`src/rtl/alu_pipe_if.sv`:
```
// Request/response bundle between issue logic and the alu_pipe datapath.
// Handshake: a transfer happens on a rising edge where valid & ready are both 1; a
// producer holds valid and payload steady until that edge, ready may depend on valid.
interface alu_pipe_if #(
    parameter int WIDTH = 8
);
    logic             in_valid;
    logic             in_ready;
    logic [2:0]       op;
    logic             acc_sel;
    logic [WIDTH-1:0] a;
    logic [WIDTH-1:0] b;
    logic             out_valid;
    logic             out_ready;
    logic [WIDTH-1:0] result;
    logic             carry_out;
    logic             zero;
    logic             negative;
    logic             overflow;
    logic             busy;
    logic [WIDTH-1:0] acc;
    logic             dbg_mul;    // FSM state: 1 while the multiplier runs

    modport master (
        output in_valid, op, acc_sel, a, b, out_ready,
        input  in_ready, out_valid, result, carry_out, zero, negative, overflow,
               busy, acc, dbg_mul
    );

    modport slave (
        input  in_valid, op, acc_sel, a, b, out_ready,
        output in_ready, out_valid, result, carry_out, zero, negative, overflow,
               busy, acc, dbg_mul
    );
endinterface

```
`src/rtl/alu_pipe.sv`:
```
// Registered WIDTH-bit ALU with flags, carry chaining, an accumulator and a
// WIDTH-cycle shift-add multiplier; one result register shared by all ops.
module alu_pipe #(
    parameter int WIDTH = 8
) (
    input  logic       clk,
    input  logic       rst,
    alu_pipe_if.slave  bus
);
    localparam int CW = $clog2(WIDTH);
    localparam int M  = WIDTH - 1;

    localparam logic [2:0] OP_ADD = 3'b000, OP_SUB = 3'b001, OP_ADC = 3'b010,
                           OP_AND = 3'b011, OP_OR  = 3'b100, OP_XOR = 3'b101,
                           OP_MUL = 3'b110, OP_CMP = 3'b111;

    typedef enum logic { S_IDLE, S_MUL } state_t;

    state_t             state_q;
    logic [WIDTH-1:0]   a_q, b_q;
    logic [CW-1:0]      cnt_q;
    logic [2*WIDTH-1:0] prod_q, prod_d;
    logic               out_valid_q, carry_q, zero_q, neg_q, ovf_q, cf_q;
    logic [WIDTH-1:0]   result_q, acc_q;

    logic               in_ready, accept, mul_done;
    logic [WIDTH-1:0]   op_a;
    logic [WIDTH:0]     sum, diff;
    logic [WIDTH-1:0]   flag_src;
    logic               add_ovf, sub_ovf;
    logic               ld_en, ld_keep_acc, ld_c, ld_v;
    logic [WIDTH-1:0]   ld_res, ld_flag_src;

    assign in_ready = (state_q == S_IDLE) && (!out_valid_q || bus.out_ready);
    assign accept   = bus.in_valid && in_ready;
    assign op_a     = bus.acc_sel ? acc_q : bus.a;
    assign mul_done = (state_q == S_MUL) && (cnt_q == CW'(WIDTH - 1));

    assign sum     = {1'b0, op_a} + {1'b0, bus.b}
                   + {{WIDTH{1'b0}}, (bus.op == OP_ADC) ? cf_q : 1'b0};
    assign diff    = {1'b0, op_a} + {1'b0, ~bus.b} + (WIDTH + 1)'(1);
    assign add_ovf = (op_a[M] == bus.b[M]) && (sum[M] != op_a[M]);
    assign sub_ovf = (op_a[M] != bus.b[M]) && (diff[M] == bus.b[M]);

    // One partial product per cycle: bit cnt_q of B selects A shifted by cnt_q.
    assign prod_d = prod_q + (b_q[cnt_q] ? ({{WIDTH{1'b0}}, a_q} << cnt_q) : '0);

    always_comb begin
        ld_en       = 1'b0;
        ld_keep_acc = 1'b0;
        ld_res      = '0;
        ld_c        = 1'b0;
        ld_v        = 1'b0;
        flag_src    = '0;
        if (mul_done) begin
            ld_en    = 1'b1;
            ld_res   = prod_d[WIDTH-1:0];
            ld_c     = |prod_d[2*WIDTH-1:WIDTH];
            flag_src = prod_d[WIDTH-1:0];
        end else if (accept && bus.op != OP_MUL) begin
            ld_en = 1'b1;
            case (bus.op)
                OP_ADD, OP_ADC: begin
                    ld_res = sum[WIDTH-1:0];
                    ld_c   = sum[WIDTH];
                    ld_v   = add_ovf;
                end
                OP_SUB: begin
                    ld_res = diff[WIDTH-1:0];
                    ld_c   = !diff[WIDTH];
                    ld_v   = sub_ovf;
                end
                OP_CMP: begin
                    ld_res      = op_a;
                    ld_c        = !diff[WIDTH];
                    ld_v        = sub_ovf;
                    ld_keep_acc = 1'b1;
                end
                OP_AND:  ld_res = op_a & bus.b;
                OP_OR:   ld_res = op_a | bus.b;
                OP_XOR:  ld_res = op_a ^ bus.b;
                default: ld_res = '0;
            endcase
            flag_src = (bus.op == OP_CMP) ? diff[WIDTH-1:0] : ld_res;
        end
    end
    assign ld_flag_src = flag_src;

    always_ff @(posedge clk) begin
        if (rst) begin
            state_q     <= S_IDLE;
            a_q         <= '0;
            b_q         <= '0;
            cnt_q       <= '0;
            prod_q      <= '0;
            out_valid_q <= 1'b0;
            result_q    <= '0;
            carry_q     <= 1'b0;
            zero_q      <= 1'b0;
            neg_q       <= 1'b0;
            ovf_q       <= 1'b0;
            cf_q        <= 1'b0;
            acc_q       <= '0;
        end else begin
            if (out_valid_q && bus.out_ready) out_valid_q <= 1'b0;
            case (state_q)
                S_IDLE: begin
                    if (accept && bus.op == OP_MUL) begin
                        state_q <= S_MUL;
                        a_q     <= op_a;
                        b_q     <= bus.b;
                        cnt_q   <= '0;
                        prod_q  <= '0;
                    end
                end
                S_MUL: begin
                    prod_q <= prod_d;
                    cnt_q  <= cnt_q + CW'(1);
                    if (mul_done) state_q <= S_IDLE;
                end
                default: state_q <= S_IDLE;
            endcase
            if (ld_en) begin
                out_valid_q <= 1'b1;
                result_q    <= ld_res;
                carry_q     <= ld_c;
                zero_q      <= (ld_flag_src == '0);
                neg_q       <= ld_flag_src[M];
                ovf_q       <= ld_v;
                cf_q        <= ld_c;
                if (!ld_keep_acc) acc_q <= ld_res;
            end
        end
    end

    assign bus.in_ready  = in_ready;
    assign bus.out_valid = out_valid_q;
    assign bus.result    = result_q;
    assign bus.carry_out = carry_q;
    assign bus.zero      = zero_q;
    assign bus.negative  = neg_q;
    assign bus.overflow  = ovf_q;
    assign bus.busy      = (state_q == S_MUL);
    assign bus.acc       = acc_q;
    assign bus.dbg_mul   = (state_q == S_MUL);
endmodule

```
`src/flat_wrapper.sv`:
```
// flat-port wrapper written by rule: the top's interface ports become plain ports
module alu_pipe_flat 
#(
    parameter int WIDTH = 8
)
  (clk, rst, bus_in_valid, bus_op, bus_acc_sel, bus_a, bus_b, bus_out_ready, bus_in_ready, bus_out_valid, bus_result, bus_carry_out, bus_zero, bus_negative, bus_overflow, bus_busy, bus_acc, bus_dbg_mul);
  alu_pipe_if #(.WIDTH(WIDTH)) bus_i ();
  input  logic clk;
  input  logic rst;
  input wire logic [$bits(bus_i.in_valid)-1:0] bus_in_valid;
  input wire logic [$bits(bus_i.op)-1:0] bus_op;
  input wire logic [$bits(bus_i.acc_sel)-1:0] bus_acc_sel;
  input wire logic [$bits(bus_i.a)-1:0] bus_a;
  input wire logic [$bits(bus_i.b)-1:0] bus_b;
  input wire logic [$bits(bus_i.out_ready)-1:0] bus_out_ready;
  output wire logic [$bits(bus_i.in_ready)-1:0] bus_in_ready;
  output wire logic [$bits(bus_i.out_valid)-1:0] bus_out_valid;
  output wire logic [$bits(bus_i.result)-1:0] bus_result;
  output wire logic [$bits(bus_i.carry_out)-1:0] bus_carry_out;
  output wire logic [$bits(bus_i.zero)-1:0] bus_zero;
  output wire logic [$bits(bus_i.negative)-1:0] bus_negative;
  output wire logic [$bits(bus_i.overflow)-1:0] bus_overflow;
  output wire logic [$bits(bus_i.busy)-1:0] bus_busy;
  output wire logic [$bits(bus_i.acc)-1:0] bus_acc;
  output wire logic [$bits(bus_i.dbg_mul)-1:0] bus_dbg_mul;
  assign bus_i.in_valid = bus_in_valid;
  assign bus_i.op = bus_op;
  assign bus_i.acc_sel = bus_acc_sel;
  assign bus_i.a = bus_a;
  assign bus_i.b = bus_b;
  assign bus_i.out_ready = bus_out_ready;
  assign bus_in_ready = bus_i.in_ready;
  assign bus_out_valid = bus_i.out_valid;
  assign bus_result = bus_i.result;
  assign bus_carry_out = bus_i.carry_out;
  assign bus_zero = bus_i.zero;
  assign bus_negative = bus_i.negative;
  assign bus_overflow = bus_i.overflow;
  assign bus_busy = bus_i.busy;
  assign bus_acc = bus_i.acc;
  assign bus_dbg_mul = bus_i.dbg_mul;
  alu_pipe #(.WIDTH(WIDTH)) u_core (.clk(clk), .rst(rst), .bus(bus_i));
endmodule
```
`config.mk`:
```
export PLATFORM = sky130hd
export DESIGN_NAME = alu_pipe_flat
export DESIGN_NICKNAME = d
export VERILOG_FILES = /design/src/rtl/alu_pipe_if.sv /design/src/rtl/alu_pipe.sv /design/src/flat_wrapper.sv
export SDC_FILE = /design/constraint.sdc
export NUM_CORES = 1
export LEC_CHECK = 0
export ABC_AREA = 1
export BUFFER_PORTS_ARGS = -buffer_cell sky130_fd_sc_hd__clkbuf_2
export CORE_ASPECT_RATIO = 1.1
export CORE_MARGIN = 1
export CORE_UTILIZATION = 35
export CTS_CLUSTER_DIAMETER = 40
export DETAILED_ROUTE_END_ITERATION = 12
export GPL_ROUTABILITY_DRIVEN = 0
export HOLD_SLACK_MARGIN = 0.05
export REMOVE_ABC_BUFFERS = 1
export SLEW_MARGIN = 20
export SYNTH_ARGS = -nofsm -noshare
export SYNTH_HDL_FRONTEND = slang
export SYNTH_SLANG_ARGS = --single-unit
```
`constraint.sdc`:
```
create_clock -name clk -period 3.6 [get_ports clk]
set_clock_uncertainty 0.05 [all_clocks]
set_input_delay 0.72 -clock clk [delete_from_list [all_inputs] [get_ports clk]]
set_output_delay 0.72 -clock clk [all_outputs]
set_load 0.02 [all_outputs]
```
Word level (Yosys, flattened, before mapping)
Index checks and enable logic that the tools add are counted.
- output and inout port bits: 24
- register bits after elaboration: 57
- reduce and logical (&&, ||, !) cells: 19
- magnitude comparators: 1
- multiplexer cells: 31
- bitwise operators: 6
- shift-type cells: 1
- $add $sub $neg: 6
- equal/unequal tests: 14
- operator list (operator ; count):
    8-bit two-way mux ; 6
    8-bit case mux with 6 select lines ; 1
    16-bit two-way mux ; 2
    16-bit case mux with 2 select lines ; 1
    8-bit by 8-bit adder with 9-bit output ; 2
    16-bit adder ; 1
    8-bit by 3-bit left shift with 16-bit output ; 1
    3-bit equality test (second input constant) ; 5
    1-bit two-way mux ; 15
    9-bit by 1-bit adder with 9-bit output ; 1
    9-bit by 1-bit adder with 9-bit output (second input constant) ; 1
    8-bit bitwise AND ; 1
    1-bit logical AND ; 8
    8-bit logical NOT ; 1
    8-bit inverter ; 1
    8-bit OR ; 1
    8-bit OR reduction ; 1
    8-bit bitwise XOR ; 1
    3-bit by 2-bit equality test with 1-bit output (second input constant) ; 2
    1-bit case mux with 2 select lines ; 3
    3-bit case mux with 2 select lines ; 1
    3-bit by 4-bit < comparator with 1-bit output (second input constant) ; 1
    2-bit AND reduction ; 2
    2-bit OR reduction ; 2
    13 further kinds ; 17

Depth between registers and ports, before layout
- word-level depth: 9
- mapped depth: 26

Worst setup path before layout
Ideal clock, no wire load.
- kind: input to register
- start point: in bus_op[0]
- end point: reg u_core.zero_q, in the netlist u_core.bus.zero
- buffers on the path: 1
- library setup time: 0.067 ns
- path slack: 0.440 ns
- stages: 20
- required time: 3.483 ns
- data arrival time: 3.043 ns
- cells stage by stage: buf_4 > nor2_2 > nand3_1 > fa_1 > fa_1 > inv_1 > nand3_1 > nand2_1 > nand3_1 > nand2_1 > nand2_1 > nand2_1 > nor2_1 > nor2_2 > nand2_1 > nand2_1 > nand3_1 > nand2_1 > nand2_1 > a21oi_2
- word-level cells in the longest chain between the ends: 8
- elaborated cells between the ends (all ways): 19
- classes of those cells: add/sub: 1; eq/ne: 7; mux: 7; reduce/logical: 4
- ends and longest elaborated chain (what ; RTL line ; source):
    from (decl) ; flat_wrapper.sv:11 ; input wire logic [$bits(bus_i.op)-1:0] bus_op;
    3-bit by 2-bit equality test with 1-bit output ; alu_pipe.sv:40, alu_pipe.sv:62 ;
    1-bit two-way mux ; alu_pipe.sv:40 ; + {{WIDTH{1'b0}}, (bus.op == OP_ADC) ? cf_q : 1'b0};
    9-bit by 1-bit adder with 9-bit output ; alu_pipe.sv:40 ;
    8-bit case mux with 6 select lines ; alu_pipe.sv:62 ; case (bus.op)
    8-bit two-way mux ; alu_pipe.sv:84 ; flag_src = (bus.op == OP_CMP) ? diff[WIDTH-1:0] : ld_res;
    8-bit two-way mux ; alu_pipe.sv:60 ; end else if (accept && bus.op != OP_MUL) begin
    8-bit two-way mux ; alu_pipe.sv:55 ; if (mul_done) begin
    8-bit logical NOT ; alu_pipe.sv:127 ; zero_q <= (ld_flag_src == '0);
    to (signal assigned) ; alu_pipe.sv:127 ;
    to (decl) ; alu_pipe.sv:23 ; logic out_valid_q, carry_q, zero_q, neg_q, ovf_q, cf_q;
Several ways; a longest one is shown, not always the timed one.
A chain may end at the register's enable or synchronous reset.

Final worst setup path
- start point: reg u_core.cnt_q[0]
- end point: reg u_core.carry_q, in the netlist u_core.bus.carry_out
- word-level cells in the longest chain between the ends: 6
- elaborated cells between the ends (all ways): 10
- classes of those cells: add/sub: 1; eq/ne: 1; shift: 1; mux: 5; reduce/logical: 2
- ends and longest elaborated chain (what ; RTL line ; source):
    from (decl) ; alu_pipe.sv:21 ; logic [CW-1:0] cnt_q;
    from (signal assigned) ; alu_pipe.sv:118 ; cnt_q <= cnt_q + CW'(1);
    1-bit binary-select mux with 3-bit select ; alu_pipe.sv:46 ; assign prod_d = prod_q + (b_q[cnt_q] ? ({{WIDTH{1'b0}}, a_q} << cnt_q) : '0);
    1-bit two-way mux (not written as such) ; alu_pipe.sv:46 ;
    16-bit two-way mux ; alu_pipe.sv:46 ;
    16-bit adder ; alu_pipe.sv:46 ;
    8-bit OR reduction ; alu_pipe.sv:58 ; ld_c = |prod_d[2*WIDTH-1:WIDTH];
    1-bit two-way mux ; alu_pipe.sv:55 ;
    to (signal assigned) ; alu_pipe.sv:126 ; carry_q <= ld_c;
    to (decl) ; alu_pipe.sv:23 ;
Several ways; a longest one is shown, not always the timed one. The select of a mux whose other input is x is not followed.

==> results.sh <==
export IMPL_track_usage_pct=21.66
export IMPL_layout_drive_gt1_share_pct=16.92
export IMPL_most_common_layout_cells="nand2_1, inv_1, a21oi_1, nor2_1, o21ai_0"
export IMPL_period_share_pct=90.02
export IMPL_grt_pass1_wl_microns=24500
export IMPL_power_density_nw_per_um2=374.7
export IMPL_critical_path_class="reg2reg"
export IMPL_yosys_warnings=0
export IMPL_place_ws_ns=0.08285
export IMPL_dieArea_sq_um=14680
export IMPL_grt_pass1_vias=4922
export IMPL_ys_seq_area_share_pct=22.96
export IMPL_synth_edf_count=0
export IMPL_power_share_sequential_pct=31.1
export IMPL_hold_start="u_core.a_q[2]$_SDFFE_PP0P_"
export IMPL_period_minus_slack_ns=3.241
export IMPL_cts_sinks=57
export IMPL_max_clock_freq_mhz=308.6
export IMPL_cts_tree="built"
export IMPL_drt_iter0_drc=273
export IMPL_cts_htree_levels=3
export IMPL_r2r_start="u_core.cnt_q[0]$_SDFFE_PP0P_"
export IMPL_crit_start="u_core.cnt_q[0]$_SDFFE_PP0P_"
export IMPL_first_pass_iters=4
export IMPL_clock_latency_ns=0.34
export IMPL_post_route_util_pct=41.90
export IMPL_switchingPower_uw=661.3
export IMPL_postRouteAntennaNets=0
export IMPL_ir_drop_mv=0.2807
export IMPL_r2r_cells=20
export IMPL_yosys_top_cells_area="dfxtp_1, nand2_1, ha_1"
export IMPL_status="finished clean"
export IMPL_setup_slack_ns=0.3594
export IMPL_die_h_microns=127.0
export IMPL_syn_avg_cell_area_sq_um=6.347
export IMPL_wirelength_microns=14710
export IMPL_std_cell_rows=45
export IMPL_hold_class="reg2reg"
export IMPL_port_buffers=47
export IMPL_worstMarginPinSlew_ns=0.9613
export IMPL_timing_rr_end="u_core.bus.carry_out$_SDFFE_PP0P_"
export IMPL_cp_endpoint="u_core.bus.carry_out$_SDFFE_PP0P_"
export IMPL_synth_ff_type="dfxtp_1"
export IMPL_placed_area_sq_um=5438
export IMPL_start_kind="flop"
export IMPL_overflow=0
export IMPL_die_w_microns=115.6
export IMPL_grt_start_max_net_pins=32
export IMPL_ys_ff_latch=57
export IMPL_power_frac_clock_pct=46.2
export IMPL_cts_buffers=9
export IMPL_vias_per_cell=4.967
export IMPL_slew_viol_final=0
export IMPL_relSlewSlack_pct=35.67
export IMPL_route_detailed_wl_per_inst_microns=14.32
export IMPL_antenna_found_initial=0
export IMPL_final_setup_viol_count=0
export IMPL_initial_core_util_pct=35.88
export IMPL_vias=5101
export IMPL_post_cts_setup_buffers=0
export IMPL_setup_tns_ns=0
export IMPL_final_common_cell="nand2_1"
export IMPL_switching_share_pct=30.41
export IMPL_worstSetupEndpointType="flop"
export IMPL_clk_pin_slew_ns=0.05
export IMPL_ys_async_sr_fraction_pct=0
export IMPL_r2r_slack_ns=0.36
export IMPL_synth_cell_types=47
export IMPL_leakagePower_nw=2.968
export IMPL_worst_ep_arrival_time_ns=3.42
export IMPL_drc_errors=0
export IMPL_area_growth_pct=16.77
export IMPL_fin_nets=904
export IMPL_core_area_sq_um=13850
export IMPL_ioPinCount=48
export IMPL_final_cell_area_sq_um=5803
export IMPL_crit_path_max_fanout=7
export IMPL_syn_inst=783
export IMPL_hold_slack_ns=0.4196
export IMPL_intPower_mw=1.513
export IMPL_yosysTopAreaCellShare_pct=22.96
export IMPL_dp_hpwl_microns=11720
export IMPL_synth_top_area_cell="dfxtp_1"
export IMPL_root_buffer="clkbuf_16"
export IMPL_n_antenna_cell=0
export IMPL_netlist_area_sq_um=4970
export IMPL_max_cap_viol_count=0
export IMPL_critPathRequiredTime_ns=3.78
export IMPL_grt_setup_unrepaired="no"
export IMPL_finalHoldViolCount=0
export IMPL_clockBufferDepth=2
export IMPL_p_comb_share_pct=22.6
flip-flops by register name (all words and copies together), names as in the netlist:
signal                count
u_core.a_q                8
u_core.cnt_q              3
u_core.bus.acc            8
u_core.b_q                8
u_core.bus.zero           1
u_core.bus.negative       1
u_core.bus.busy           1
u_core.bus.result         8
u_core.bus.out_valid      1
u_core.prod_q            16
u_core.bus.overflow       1
u_core.bus.carry_out      1
per-stage QoR:
stage | total power [mW] | cells
4_1_cts | 2.189 | 1027
6_report | 2.174 | 1027
3_3_place_gp | 1.179 | 1011
2_1_floorplan | 1.006 | 756
3_5_place_dp | 1.177 | 1011
5_1_grt | 2.284 | 1027
metal layers:
| metal | vias to the layer above | global-route usage [%] | wire, microns |
|---|---|---|---|
| met2 | 141 | 35.08 | 6715 |
| li1 | 2646 | - | - |
| met4 | 0 | 10.71 | 653 |
| met5 | - | 0 | 0 |
| met1 | 2272 | 26.99 | 6610 |
| met3 | 42 | 4.791 | 726 |
logic make-up after synthesis:
group,synth area share [%]
AOI/OAI and AO/OA,18.43
xor gates and xnor gates,2.115
adders and majority gates,12.19
buffers and inverters,10.95
DFF,22.96
muxes,0.2014
and+or+nand+nor,33.16
power groups by stage:
stage	sequential (mW)	combinational [mW]	clock [mW]
2_1_floorplan	0.711	0.295	0
3_3_place_gp	0.691	0.488	0
3_5_place_dp	0.690	0.487	0
4_1_cts	0.677	0.489	1.02
5_1_grt	0.680	0.552	1.05
6_report	0.677	0.492	1.01
worst max-delay path: stages, from the launching register on:
cell,delay [ns]
dfxtp_2,0.35
buf_4,0.16
o21ai_0,0.35
nand2_1,0.08
o21ai_0,0.13
nor2_1,0.06
o21ai_0,0.14
inv_1,0.07
ha_1,0.32
a21oi_1,0.26
o21ai_0,0.13
nand2_1,0.07
nand3_1,0.10
xor2_1,0.24
nand2_1,0.08
nor2_1,0.14
nand2_1,0.11
nand2_1,0.10
nand3_1,0.07
nand2_1,0.06
inv_1,0.05
cells in the mapped netlist, types with 8 or more instances:
library cell and number:
nor3_1 8, dfxtp_1 57, ha_1 42, o21ai_0 59
nor2_2 14, nor2_1 65, nand4_1 10, clkbuf_1 14
a21oi_1 66, nand2_1 208, xor2_1 8, nand3_1 41
inv_1 90
final cells by class:
cell class | instances | area (sq um)
well taps | 188 | 235.2
multi-input cells | 597 | 3303
inverters | 102 | 391.6
clock buffers | 11 | 242.7
fillers | 1521 | 8048
clock inverters | 5 | 102.6
flip-flops and latches | 57 | 1142
repair buffers | 67 | 385.4
worst min path at each step:
stage,endpoint,slack [ns],cells after the start
2_1_floorplan,u_core.prod_q[0]$_SDFFE_PP0P_,0.39,2
3_3_place_gp,u_core.prod_q[7]$_SDFFE_PP0P_,0.41,2
3_5_place_dp,u_core.prod_q[0]$_SDFFE_PP0P_,0.41,2
4_1_cts,u_core.prod_q[0]$_SDFFE_PP0P_,0.42,2
5_1_grt,u_core.prod_q[0]$_SDFFE_PP0P_,0.43,2
6_report,u_core.a_q[2]$_SDFFE_PP0P_,0.42,2
repair_timing:
item | in CTS | in global routing
hold endpoints to repair | 0 | 0
gates resized for setup | 0 | 6
hold buffers | 0 | 0
setup endpoints to repair | 0 | 3
(Power assumes the default switching activity.)
